### src/rtl/l1_bus_pkg.sv
// ============================================================================
// Module   : l1_bus_pkg
// Brief    : Shared types and constants for the L1 bus-side request responder.
// Revision : 1.0 - initial release
// ============================================================================
`default_nettype none

package l1_bus_pkg;

    localparam int LINE_BYTES = 2048;
    localparam int BEAT_BYTES = 8;
    localparam int BEATS      = LINE_BYTES / BEAT_BYTES;

    localparam logic [3:0] SZ_B = 4'b0001;
    localparam logic [3:0] SZ_H = 4'b0010;
    localparam logic [3:0] SZ_W = 4'b0100;
    localparam logic [3:0] SZ_D = 4'b1000;

    typedef enum logic [2:0] {
        ST_IDLE = 3'd0,
        ST_LINE = 3'd1,
        ST_RD   = 3'd2,
        ST_WR   = 3'd3,
        ST_DONE = 3'd4,
        ST_ERR  = 3'd5
    } state_e;

endpackage

`default_nettype wire

### src/rtl/l1_bus_watchdog.sv
// ============================================================================
// Module   : l1_bus_watchdog
// Brief    : Per-beat no-response counter; flags a beat that waits too long.
// Revision : 1.0 - initial release
// ============================================================================
`default_nettype none

module l1_bus_watchdog #(
    parameter int TIMEOUT_CYCLES = 255
) (
    input  logic clk,
    input  logic rst,
    input  logic req_i,
    input  logic resp_i,
    output logic timeout_o
);

    localparam int CW = $clog2(TIMEOUT_CYCLES + 1);

    logic [CW-1:0] cnt_q;
    logic [CW-1:0] cnt_d;

    // Idle or any response restarts the count, so each beat gets the full budget.
    always_comb begin
        cnt_d = cnt_q;
        if (!req_i || resp_i) begin
            cnt_d = '0;
        end else if (cnt_q != CW'(TIMEOUT_CYCLES)) begin
            cnt_d = cnt_q + CW'(1);
        end
    end

    always_ff @(posedge clk) begin
        if (rst) begin
            cnt_q <= '0;
        end else begin
            cnt_q <= cnt_d;
        end
    end

    assign timeout_o = req_i && !resp_i && (cnt_q == CW'(TIMEOUT_CYCLES));

endmodule

`default_nettype wire

### src/rtl/l1_bus_ctrl.sv
// ============================================================================
// Module   : l1_bus_ctrl
// Brief    : Turns L1 line-fill / uncached-read / write-through requests into
//            memory-bus transfers. Optional per-beat timeout: L1_BUS_TIMEOUT_EN.
// Revision : 1.0 - initial release
// ============================================================================
`default_nettype none

module l1_bus_ctrl #(
    parameter int LINE_BYTES     = 2048,
    parameter int BEAT_BYTES     = 8,
    parameter int TIMEOUT_CYCLES = 255
) (
    input  logic        clk,
    input  logic        rst,
    input  logic        read_line_req,
    input  logic        read_req,
    input  logic        write_through_req,
    input  logic [3:0]  L1_size,
    input  logic [63:0] pa,
    input  logic [63:0] wt_data,
    output logic [63:0] line_data,
    output logic [10:0] addr_count,
    output logic        line_write,
    output logic        cache_entry_write,
    output logic        trans_rdy,
    output logic        bus_error,
    output logic        bus_req,
    output logic        bus_we,
    output logic [63:0] bus_addr,
    output logic [3:0]  bus_size,
    output logic [63:0] bus_wdata,
    input  logic [63:0] bus_rdata,
    input  logic        bus_ack,
    input  logic        bus_err
);

    import l1_bus_pkg::*;

    localparam int NBEATS = LINE_BYTES / BEAT_BYTES;
    localparam int BEAT_W = $clog2(NBEATS);
    localparam int OFF_W  = $clog2(LINE_BYTES);
    localparam int SH     = $clog2(BEAT_BYTES);

    state_e            state_q, state_d;
    logic [BEAT_W-1:0] beat_q, beat_d;
    logic              cool_q, cool_d;
    logic [63:0]       line_data_q, line_data_d;
    logic [10:0]       addr_count_q, addr_count_d;
    logic              line_write_q, line_write_d;
    logic              cew_q, cew_d;
    logic              trans_rdy_q, trans_rdy_d;
    logic              bus_error_q, bus_error_d;
    logic              bus_req_q, bus_req_d;
    logic              bus_we_q, bus_we_d;
    logic [63:0]       bus_addr_q, bus_addr_d;
    logic [3:0]        bus_size_q, bus_size_d;
    logic [63:0]       bus_wdata_q, bus_wdata_d;

    logic              w_timeout;
    logic              w_fail;
    logic [BEAT_W-1:0] w_beat_nxt;
    logic [OFF_W-1:0]  w_off;
    logic [OFF_W-1:0]  w_off_nxt;

`ifdef L1_BUS_TIMEOUT_EN
    l1_bus_watchdog #(
        .TIMEOUT_CYCLES (TIMEOUT_CYCLES)
    ) u_watchdog (
        .clk       (clk),
        .rst       (rst),
        .req_i     (bus_req_q),
        .resp_i    (bus_ack | bus_err),
        .timeout_o (w_timeout)
    );
`else
    logic w_unused_timeout;
    assign w_unused_timeout = (TIMEOUT_CYCLES == 0);
    assign w_timeout        = 1'b0;
`endif

    assign w_fail     = bus_req_q && (bus_err || w_timeout);
    assign w_beat_nxt = beat_q + BEAT_W'(1);
    assign w_off      = {beat_q, {SH{1'b0}}};
    assign w_off_nxt  = {w_beat_nxt, {SH{1'b0}}};

    always_comb begin
        state_d      = state_q;
        beat_d       = beat_q;
        cool_d       = 1'b0;
        line_data_d  = line_data_q;
        addr_count_d = addr_count_q;
        line_write_d = 1'b0;
        cew_d        = 1'b0;
        trans_rdy_d  = 1'b0;
        bus_error_d  = 1'b0;
        bus_req_d    = bus_req_q;
        bus_we_d     = bus_we_q;
        bus_addr_d   = bus_addr_q;
        bus_size_d   = bus_size_q;
        bus_wdata_d  = bus_wdata_q;

        case (state_q)
            ST_IDLE: begin
                // The L1 is still dropping its request on the cycle after a
                // completion; cool_q keeps that stale level from re-issuing.
                if (!cool_q && (read_line_req || read_req || write_through_req)) begin
                    bus_req_d   = 1'b1;
                    bus_wdata_d = wt_data;
                    beat_d      = '0;
                    if (read_line_req) begin
                        state_d    = ST_LINE;
                        bus_we_d   = 1'b0;
                        bus_size_d = SZ_D;
                        bus_addr_d = {pa[63:OFF_W], {OFF_W{1'b0}}};
                    end else if (read_req) begin
                        state_d    = ST_RD;
                        bus_we_d   = 1'b0;
                        bus_size_d = L1_size;
                        bus_addr_d = pa;
                    end else begin
                        state_d    = ST_WR;
                        bus_we_d   = 1'b1;
                        bus_size_d = L1_size;
                        bus_addr_d = pa;
                    end
                end
            end

            ST_LINE: begin
                if (w_fail) begin
                    state_d     = ST_ERR;
                    bus_req_d   = 1'b0;
                    bus_error_d = 1'b1;
                end else if (bus_ack) begin
                    line_write_d = 1'b1;
                    line_data_d  = bus_rdata;
                    addr_count_d = 11'(w_off);
                    if (beat_q == BEAT_W'(NBEATS - 1)) begin
                        state_d     = ST_DONE;
                        bus_req_d   = 1'b0;
                        trans_rdy_d = 1'b1;
                        cew_d       = 1'b1;
                    end else begin
                        beat_d     = w_beat_nxt;
                        bus_addr_d = {bus_addr_q[63:OFF_W], w_off_nxt};
                    end
                end
            end

            ST_RD, ST_WR: begin
                if (w_fail) begin
                    state_d     = ST_ERR;
                    bus_req_d   = 1'b0;
                    bus_error_d = 1'b1;
                end else if (bus_ack) begin
                    state_d     = ST_DONE;
                    bus_req_d   = 1'b0;
                    trans_rdy_d = 1'b1;
                    if (state_q == ST_RD) begin
                        line_data_d = bus_rdata;
                    end
                end
            end

            ST_DONE, ST_ERR: begin
                state_d = ST_IDLE;
                cool_d  = 1'b1;
            end

            default: begin
                state_d   = ST_IDLE;
                bus_req_d = 1'b0;
            end
        endcase
    end

    always_ff @(posedge clk) begin
        if (rst) begin
            state_q      <= ST_IDLE;
            beat_q       <= '0;
            cool_q       <= 1'b0;
            line_data_q  <= '0;
            addr_count_q <= '0;
            line_write_q <= 1'b0;
            cew_q        <= 1'b0;
            trans_rdy_q  <= 1'b0;
            bus_error_q  <= 1'b0;
            bus_req_q    <= 1'b0;
            bus_we_q     <= 1'b0;
            bus_addr_q   <= '0;
            bus_size_q   <= '0;
            bus_wdata_q  <= '0;
        end else begin
            state_q      <= state_d;
            beat_q       <= beat_d;
            cool_q       <= cool_d;
            line_data_q  <= line_data_d;
            addr_count_q <= addr_count_d;
            line_write_q <= line_write_d;
            cew_q        <= cew_d;
            trans_rdy_q  <= trans_rdy_d;
            bus_error_q  <= bus_error_d;
            bus_req_q    <= bus_req_d;
            bus_we_q     <= bus_we_d;
            bus_addr_q   <= bus_addr_d;
            bus_size_q   <= bus_size_d;
            bus_wdata_q  <= bus_wdata_d;
        end
    end

    assign line_data         = line_data_q;
    assign addr_count        = addr_count_q;
    assign line_write        = line_write_q;
    assign cache_entry_write = cew_q;
    assign trans_rdy         = trans_rdy_q;
    assign bus_error         = bus_error_q;
    assign bus_req           = bus_req_q;
    assign bus_we            = bus_we_q;
    assign bus_addr          = bus_addr_q;
    assign bus_size          = bus_size_q;
    assign bus_wdata         = bus_wdata_q;

endmodule

`default_nettype wire

### config.mk
export PLATFORM = sky130hd
export DESIGN_NAME = l1_bus_ctrl
export DESIGN_NICKNAME = d
export VERILOG_FILES = /design/src/rtl/l1_bus_pkg.sv /design/src/rtl/l1_bus_watchdog.sv /design/src/rtl/l1_bus_ctrl.sv
export SDC_FILE = /design/constraint.sdc
export NUM_CORES = 1
export LEC_CHECK = 0
export ABC_AREA = 0
export BUFFER_PORTS_ARGS = -buffer_cell sky130_fd_sc_hd__buf_2
export CORE_AREA = 2 2 160 162
export DETAILED_ROUTE_END_ITERATION = 10
export DIE_AREA = 0 0 162 164
export PLACE_DENSITY = 0.72
export RECOVER_POWER = 100
export SYNTH_ARGS = -nofsm -noshare
export SYNTH_HDL_FRONTEND = slang
export SYNTH_SLANG_ARGS = --single-unit
export TNS_END_PERCENT = 50
### constraint.sdc
create_clock -name clk -period 2.31 [get_ports clk]
set_clock_uncertainty 0.1 [all_clocks]
set_input_delay 0 -clock clk [delete_from_list [all_inputs] [get_ports clk]]
set_output_delay 0 -clock clk [all_outputs]
set_load 0.005 [all_outputs]
==> results_tabular.tex, run 1 <==
\begin{tabular}{lr}
\hline
Metric & Value \\
\hline
\multicolumn{2}{l}{\textbf{Synthesis}} \\
Dominant combinational cell family by area after synthesis & simple AND/OR/NAND/NOR gates \\
Async set or reset register ratio after synthesis & 0\% \\
Synth Register Bits & between 200 and 250 \\
Mux contribution to synthesized area & 0\% \\
Synth cell types & between 40 and 50 \\
Share of synthesized cell area in full adder, half adder and majority cells & less than 1\% \\
Xor/xnor cell area share of the yosys netlist & 0.419\% \\
Simple-gate share of the synthesized area & approximately a quarter \\
Synthesized-area fraction occupied by ao, oa, aoi and oai cells & 15.4\% \\
Part of the Yosys area used for sequential elements & 53.1\% \\
Post-Syn Area per Cell & between 8 and 9 sq um \\
Main flop type after synthesis & sky130\_fd\_sc\_hd\_\_dfxtp\_1 \\
Share of the synthesized area in the top cell type & 53.1\% \\
Post-Syn Area & $\sim$8400 sq um \\
Synthesized netlist cell count & 1023 \\
Count of yosys warnings during synthesis & 0 \\
Number of enable-type register cells in the synthesized netlist & 0 \\
Library cell with the largest summed area after synthesis & sky130\_fd\_sc\_hd\_\_dfxtp\_1 \\
Most area-consuming cells after synthesis & sky130\_fd\_sc\_hd\_\_dfxtp\_1 53\%, sky130\_fd\_sc\_hd\_\_nand2\_1 13\%, sky130\_fd\_sc\_hd\_\_a21oi\_1 13\% \\
\multicolumn{2}{l}{\textbf{Route}} \\
Wire per inst & 16.9 microns \\
Final ANT Viol Nets & 0 \\
Detailed-router iteration count before antenna repair & 8 \\
1st-iter DRT viols & 858 \\
Remaining DRCs & 0 \\
Via count of the routed design & 9940 \\
Average via count per standard cell & between 5 and 6 \\
Sum of routed wire length over all layers & between 30000 and 40000 microns \\
\multicolumn{2}{l}{\textbf{Critical path}} \\
Critical path launch point type & flop \\
Kind of cell adding the most delay to the critical path & simple AND/OR/NAND/NOR gates \\
Critical path endpoint category & flop \\
Data arrival time of the critical path & about 2.5 ns \\
Critical Path, Cell by Cell & or4\_2 -> nor2\_4 -> buf\_6 -> nand2\_1 -> a21oi\_1 \\
Peak per-stage delay on the critical path & 0.72 ns \\
Category of the most critical setup path & flop to flop \\
CP max-delay cell & sky130\_fd\_sc\_hd\_\_or4\_2 \\
Req. time, crit path & around 2.7 ns \\
Maximum fanout along the worst path & 55 \\
Number of buffer and inverter stages on the critical path & 1 \\
\multicolumn{2}{l}{\textbf{Clocking}} \\
Source-to-sink clock delay at the later pin of the worst-skew pair & between 0.5 and 0.6 ns \\
Clock Tree Buf Depth & 3 \\
CTS root buf & sky130\_fd\_sc\_hd\_\_clkbuf\_16 \\
Number of sinks driven by the clock tree & between 200 and 250 \\
Clock slew at the register clock pins of the worst setup and hold paths & about 0.06 ns \\
Clock tree from TritonCTS & built \\
Max H-tree Level & 1 \\
TritonCTS Buffers & 24 \\
Buffers inserted during post-CTS setup optimization & 0 \\
\multicolumn{2}{l}{\textbf{Global routing}} \\
Number of global-route vias before repair & $\sim$9700 \\
Number of antenna violations at the first check in global routing & 2 \\
Total global routing track utilization & between 20\% and 30\% \\
Pin count of the biggest net entering global routing & 81 \\
Gr ovfl total & 0 \\
First-pass GRT wire length & 49400 microns \\
\multicolumn{2}{l}{\textbf{Placement}} \\
Port bufs & 412 \\
Gp weighted congestion & approximately 0.84 \\
Placed instance count & around 1700 \\
HPWL after detailed placement & slightly below 20000 microns \\
\multicolumn{2}{l}{\textbf{Pwr}} \\
Power dissipated by switching net loads & 0.00509 W \\
Relative contribution of sequential cells to total power & 36.4\% \\
Peak supply drop & 673 uV \\
Total power after layout & 0.0141 W \\
Cell leakage power & between 5 and 6 nW \\
Switching fraction of total power & a little over a third \\
Fraction of power consumed by combinational cells & a little over a third \\
Clock network fraction of total power & 28.7\% \\
Power per standard cell area & about 1100 nW/um\^{}2 \\
Internal power summed over all cells & $\sim$0.009 W \\
\multicolumn{2}{l}{\textbf{STA}} \\
Least-Margin Pin Slew & about 0.77 ns \\
Final-report max-slew violation count & 0 \\
Final setup violation count & 0 \\
Unrepaired setup endpoints after global routing & no \\
Worst rel slew slack & slightly below 50\% \\
WHS & 0.132 ns \\
Hold violation total from the final report & 0 \\
Upper clock frequency limit & 458 MHz \\
Minimum clock period after layout & 2.18 ns \\
Period Utilization, post-route & a little over nine tenths \\
Final sum of negative setup slack & 0 ns \\
\multicolumn{2}{l}{\textbf{Run status}} \\
Result of the run & finished clean \\
\multicolumn{2}{l}{\textbf{Finish}} \\
Layout cell share with drive strength beyond 1 & 20.6\% \\
Cell Count, Final, Fillers Out & slightly below 2000 \\
Number of nets in the final layout & roughly 1800 \\
Growth of design area from synthesis to finish & 60.6\% \\
\multicolumn{2}{l}{\textbf{Floorplan}} \\
Die footprint & roughly 27000 sq um \\
Horizontal extent of the die & about 160 microns \\
Num rows & 58 \\
Effective utilization at floorplan & between 30 and 40\% \\
Floorplan die height & between 150 and 200 microns \\
Area inside the core boundary & between 20000 and 25000 sq um \\
Number of top-level design ports & 416 \\
\multicolumn{2}{l}{\textbf{Job}} \\
Max-cap violations & 0 \\
\multicolumn{2}{l}{\textbf{Min path}} \\
Worst min-delay path class & input pin to flop \\
\hline
\end{tabular}
-- area by class of cell --
class,instances,area [sq um]
Fill cell,2245,11400
Sequential cell,222,4440
Timing Repair Buffer,645,4230
Multi-Input combinational cell,709,3490
Clock buffer,34,709
Tap cell,330,413
Clock inverter,9,129
Inverter,2,7.51
Antenna cell,2,5.00
-- kinds of logic after synthesis --
family,after synthesis
AOI/OAI and AO/OA,241
DFF,222
adders and majority gates,1
xor gates and xnor gates,4
buffers and inverters,94
and+or+nand+nor,460
other,1
-- cells in the final DEF, fill, tap and decap left out, drive strengths merged, types with 6 or more instances in the layout --
master / count
dlygate4sd3: 204
nor3: 11
a21oi: 209
nor4b: 53
a211oi: 6
dfxtp: 222
nand2: 286
clkbuf: 193
nor2: 64
buf: 282
nand3: 24
-- worst reg2reg max path: cells and delay by family, from the launching register on --
family / cells / cell delay [ns]
flip-flops: 1 / 0.30
AND/OR/NAND/NOR: 3 / 1.14
buffers and inverters: 1 / 0.39
AO/OA/AOI/OAI: 1 / 0.17
-- power by group through the flow --
stage	Combinational [W]	Sequential, W	Clock (W)
2_1_floorplan	0.00275	0.00523	0
3_3_place_gp	0.00462	0.00514	0
3_5_place_dp	0.00470	0.00517	0
4_1_cts	0.00500	0.00510	0.00416
5_1_grt	0.00542	0.00523	0.00430
6_report	0.00492	0.00514	0.00405
-- per-layer routing --
| layer | up-vias | part of all wire [%] | routed length (microns) | GRT usage (%) |
|---|---|---|---|---|
| li1 | 4627 | - | - | - |
| met1 | 4602 | 36 | 12000 | 25.2 |
| met2 | 565 | 50 | 16400 | 40.2 |
| met3 | 146 | 9.0 | 2960 | 6.69 |
| met4 | 0 | 5.1 | 1680 | 12.2 |
| met5 | - | 0 | 0 | 0 |
-- cells in the mapped netlist (all sizes together), types with 3 or more instances --
master / count
buf: 31
o21ai: 4
xnor2: 4
a31oi: 5
nand3: 24
nor3: 11
nor4b: 53
nor2: 64
nand4: 5
nor3b: 3
a21oi: 209
a211oi: 6
nor4: 4
clkbuf: 61
nand2: 286
dfxtp: 222
-- metrics by stage --
stage / util, % / instance area (sq um) / setup WS [ns]
after floorplan: - / 8370 / 0.313
after global placement: 43.4 / 10800 / 0.164
after detailed placement: 43.4 / 10800 / 0.143
after CTS: 55.0 / 13600 / 0.133
after global routing: 54.1 / 13400 / 0.0115
final: 54.1 / 13400 / 0.129
-- repair_timing --
item / in CTS / in global routing
endpoints found under the setup margin: 0 / 0
resized for setup: 0 / 0
hold endpoints to repair: 215 / 0
hold buffers: 204 / 0
-- state kept, by name, indices dropped and copies added, names as in the netlist --
| name | flops |
|---|---|
| bus_addr | 64 |
| cache_entry_write | 1 |
| bus_req | 1 |
| bus_error | 1 |
| bus_wdata | 64 |
| bus_size | 4 |
| state_q | 3 |
| line_write | 1 |
| beat_q | 8 |
| cool_q | 1 |
| trans_rdy | 1 |
| bus_we | 1 |
| line_data | 64 |
| addr_count | 8 |
-- worst paths after layout --
check	start	end	slack [ns]	cells past startpoint
min reg2reg	addr_count[7]$_SDFFE_PP0P_	addr_count[7]$_SDFFE_PP0P_	0.35	2
min	write_through_req	beat_q[7]$_SDFFE_PP0P_	0.13	5
max	state_q[0]$_SDFFE_PP0P_	bus_wdata[20]$_SDFFE_PP0P_	0.13	5
max reg2reg	state_q[0]$_SDFFE_PP0P_	bus_wdata[20]$_SDFFE_PP0P_	0.13	5
No activity file was read; power rests on OpenSTA's default activity.
==> inputs of run 2 (changes only) <==
--- a/config.mk
+++ b/config.mk
@@ -10,6 +10,8 @@
 export CORE_AREA = 2 2 160 162
 export DETAILED_ROUTE_END_ITERATION = 10
 export DIE_AREA = 0 0 162 164
+export GPL_ROUTABILITY_DRIVEN = 0
+export GPL_TIMING_DRIVEN = 0
 export PLACE_DENSITY = 0.72
 export RECOVER_POWER = 100
 export SYNTH_ARGS = -nofsm -noshare
==> results_tabular.tex, run 2 (synthesized netlist as in run 1, its figures left out) <==
\begin{tabular}{lr}
\hline
Metric & Value \\
\hline
\multicolumn{2}{l}{\textbf{Critical path}} \\
Launch instance of the worst register-to-register path & state\_q[0]\$\_SDFFE\_PP0P\_ \\
Critical path launch point type & flop \\
Beginning of the critical path & state\_q[0]\$\_SDFFE\_PP0P\_ \\
Req. time, crit path & 2.58 ns (-0.07 ns) \\
Critical path endpoint category & flop \\
Critical Path Sink & bus\_wdata[25]\$\_SDFFE\_PP0P\_ \\
Maximum fanout along the worst path & 10 (-82\%) \\
Category of the most critical setup path & flop to flop \\
Number of cells traversed by the worst register-to-register path & 8 (+3) \\
Register-to-register setup slack & 0.05 ns (-0.08 ns) \\
Crit path top cell by count & sky130\_fd\_sc\_hd\_\_buf\_6 \\
Crit Reg-Reg Endpoint & bus\_wdata[25]\$\_SDFFE\_PP0P\_ \\
Data arrival time of the critical path & 2.52 ns (about the same) \\
Critical Path, Cell by Cell & buf\_6 -> or4\_1 -> buf\_4 -> or2\_4 -> buf\_6 -> clkbuf\_2 -> nand2\_1 -> a21oi\_1 \\
CP max-delay cell & sky130\_fd\_sc\_hd\_\_or4\_1 \\
Peak per-stage delay on the critical path & 0.51 ns (-0.21 ns) \\
\multicolumn{2}{l}{\textbf{Global routing}} \\
Number of antenna violations at the first check in global routing & 3 (+1) \\
Pin count of the biggest net entering global routing & 13 (-84\%) \\
First-pass GRT wire length & 52800 microns (+6.8\%) \\
Number of global-route vias before repair & 9908 (+2.7\%) \\
Total global routing track utilization & 24.9\% (+1.9 points) \\
Gr ovfl total & 0 (unchanged) \\
\multicolumn{2}{l}{\textbf{STA}} \\
Final setup violation count & 0 (unchanged) \\
Minimum clock period after layout & 2.26 ns (+0.0754 ns) \\
WHS & 0.147 ns (+0.0148 ns) \\
Period Utilization, post-route & 97.7\% (+3.3 points) \\
Upper clock frequency limit & 443 MHz (-3.3\%) \\
Final critical-path setup slack & 0.0534 ns (-0.0754 ns) \\
Worst rel slew slack & 42.4\% (-6.5 points) \\
Unrepaired setup endpoints after global routing & yes \\
Hold violation total from the final report & 0 (unchanged) \\
Least-Margin Pin Slew & 0.864 ns (+0.0972 ns) \\
Final-report max-slew violation count & 0 (unchanged) \\
\multicolumn{2}{l}{\textbf{Floorplan}} \\
Area inside the core boundary & 24800 sq um (unchanged) \\
Floorplan die height & 164 microns (unchanged) \\
Effective utilization at floorplan & 33.7\% (unchanged) \\
Die footprint & 26600 sq um (unchanged) \\
Number of top-level design ports & 416 (unchanged) \\
Num rows & 58 (unchanged) \\
Horizontal extent of the die & 162 microns (unchanged) \\
\multicolumn{2}{l}{\textbf{Clocking}} \\
Number of sinks driven by the clock tree & 222 (unchanged) \\
TritonCTS Buffers & 25 (+4.2\%) \\
Clock tree from TritonCTS & built \\
CTS root buf & sky130\_fd\_sc\_hd\_\_clkbuf\_16 \\
Clock Tree Buf Depth & 3 (unchanged) \\
Source-to-sink clock delay at the later pin of the worst-skew pair & 0.50 ns (about the same) \\
Max H-tree Level & 1 (unchanged) \\
Clock slew at the register clock pins of the worst setup and hold paths & 0.06 ns (about the same) \\
\multicolumn{2}{l}{\textbf{Route}} \\
Wire per inst & 17.6 microns (+4.1\%) \\
1st-iter DRT viols & 821 (-4.3\%) \\
Sum of routed wire length over all layers & 35500 microns (+7.6\%) \\
Remaining DRCs & 0 (unchanged) \\
Detailed-router iteration count before antenna repair & 8 (unchanged) \\
Average via count per standard cell & 5.04 (-0.97\%) \\
Via count of the routed design & 10176 (+2.4\%) \\
Final ANT Viol Nets & 0 (unchanged) \\
\multicolumn{2}{l}{\textbf{Finish}} \\
Commonest non-fill, non-tap cell in the layout & sky130\_fd\_sc\_hd\_\_nand2\_1 \\
Most used cells in the layout excluding fill and tap cells & 286 x sky130\_fd\_sc\_hd\_\_nand2\_1, 257 x sky130\_fd\_sc\_hd\_\_buf\_2, 227 x sky130\_fd\_sc\_hd\_\_clkbuf\_1 \\
Number of nets in the final layout & 1874 (+3.7\%) \\
Cell Count, Final, Fillers Out & 2019 (+3.4\%) \\
Growth of design area from synthesis to finish & 62.0\% \\
Layout cell share with drive strength beyond 1 & 19.8\% (-0.77 points) \\
\multicolumn{2}{l}{\textbf{Placement}} \\
Placed instance count & 1766 (+3.6\%) \\
Port bufs & 411 (-0.24\%) \\
HPWL after detailed placement & 23000 microns (+18\%) \\
Setup slack after placement & -0.222 ns (-0.365 ns) \\
\multicolumn{2}{l}{\textbf{Min path}} \\
Worst min-delay path class & input pin to flop \\
Hold Startpoint & write\_through\_req \\
\multicolumn{2}{l}{\textbf{Pwr}} \\
Power per standard cell area & 1050 nW/um\^{}2 (about the same) \\
Peak supply drop & 633 uV (-5.9\%) \\
Cell leakage power & 5.47 nW (+0.51\%) \\
Total power after layout & 0.0142 W (+0.83\%) \\
\multicolumn{2}{l}{\textbf{Run status}} \\
Result of the run & finished clean \\
\multicolumn{2}{l}{\textbf{Job}} \\
Max-cap violations & 0 (unchanged) \\
\hline
\end{tabular}
[run 2: changes by cell type in the layout (fill, tap and decap cells not counted), sizes merged]
cell,before,now
bufinv,3,2
buf,282,277
clkinv,5,2
diode,2,5
clkinvlp,2,1
dlygate4sd3,204,201
clkbuf,193,269
[run 2: how the worst min path moves through the flow]
stage	to	slack [ns]	cells after the start
after floorplan	bus_wdata[0]$_SDFFE_PP0P_	0.04	2
after global placement	bus_wdata[55]$_SDFFE_PP0P_	0.14	3
after detailed placement	bus_wdata[52]$_SDFFE_PP0P_	0.15	3
after CTS	beat_q[6]$_SDFFE_PP0P_	0.13	6
after global routing	line_data[63]$_SDFFE_PP0P_	0.18	4
final	bus_we$_SDFFE_PP0P_	0.15	5
[run 2: layer usage]
| layer | up-vias | GRT usage [%] | share of wire, % |
|---|---|---|---|
| met5 | - | 0 | 0 |
| met4 | 0 | 11.6 | 4.2 |
| met3 | 120 | 5.83 | 8.6 |
| met2 | 571 | 44.1 | 49 |
| met1 | 4717 | 28.4 | 38 |
| li1 | 4768 | - | - |
[run 2: worst max-delay path: cells and delay by family, from the launching register on]
family,cells,cell delay (ns)
flip-flops,1,0.30
AND/OR/NAND/NOR,3,0.89
AO/OA/AOI/OAI,1,0.07
buffers and inverters,4,0.74
[run 2: through the flow]
step | cell area (sq um) | setup TNS, ns | util [%]
after CTS | 13700 | -0.0190 | 55.1
after global routing | 13500 | -0.176 | 54.6
after floorplan | 8370 | 0 | -
final | 13600 | 0 | 54.6
after global placement | 10800 | -6.85 | 43.7
after detailed placement | 10800 | -10.28 | 43.7
[run 2: power breakdown]
part | leakage (nW) | switching (W) | internal, W
clock | 0.373 | 0.00151 | 0.00230
combinational | 3.28 | 0.00324 | 0.00202
sequential | 1.82 | 0.000489 | 0.00468
[run 2: area by class of cell]
type                       instances  area, sq um
fill                            2234        11300
timing repair buffer             620         3950
antenna                            5         12.5
clock inverter                     4         72.6
inverter                           2         7.51
tap                              330          413
sequential                       222         4440
multi-input combinational        709         3520
buffer                            90          437
clock buffer                      37          701
[run 2: what timing repair did]
item / CTS / global route
setup buffers: 3 / 5
resized for setup: 8 / 7
pin swaps: 1 / 4
setup endpoints to repair: 109 / 105
hold buffers: 201 / 0
endpoints found under the hold margin: 203 / 0
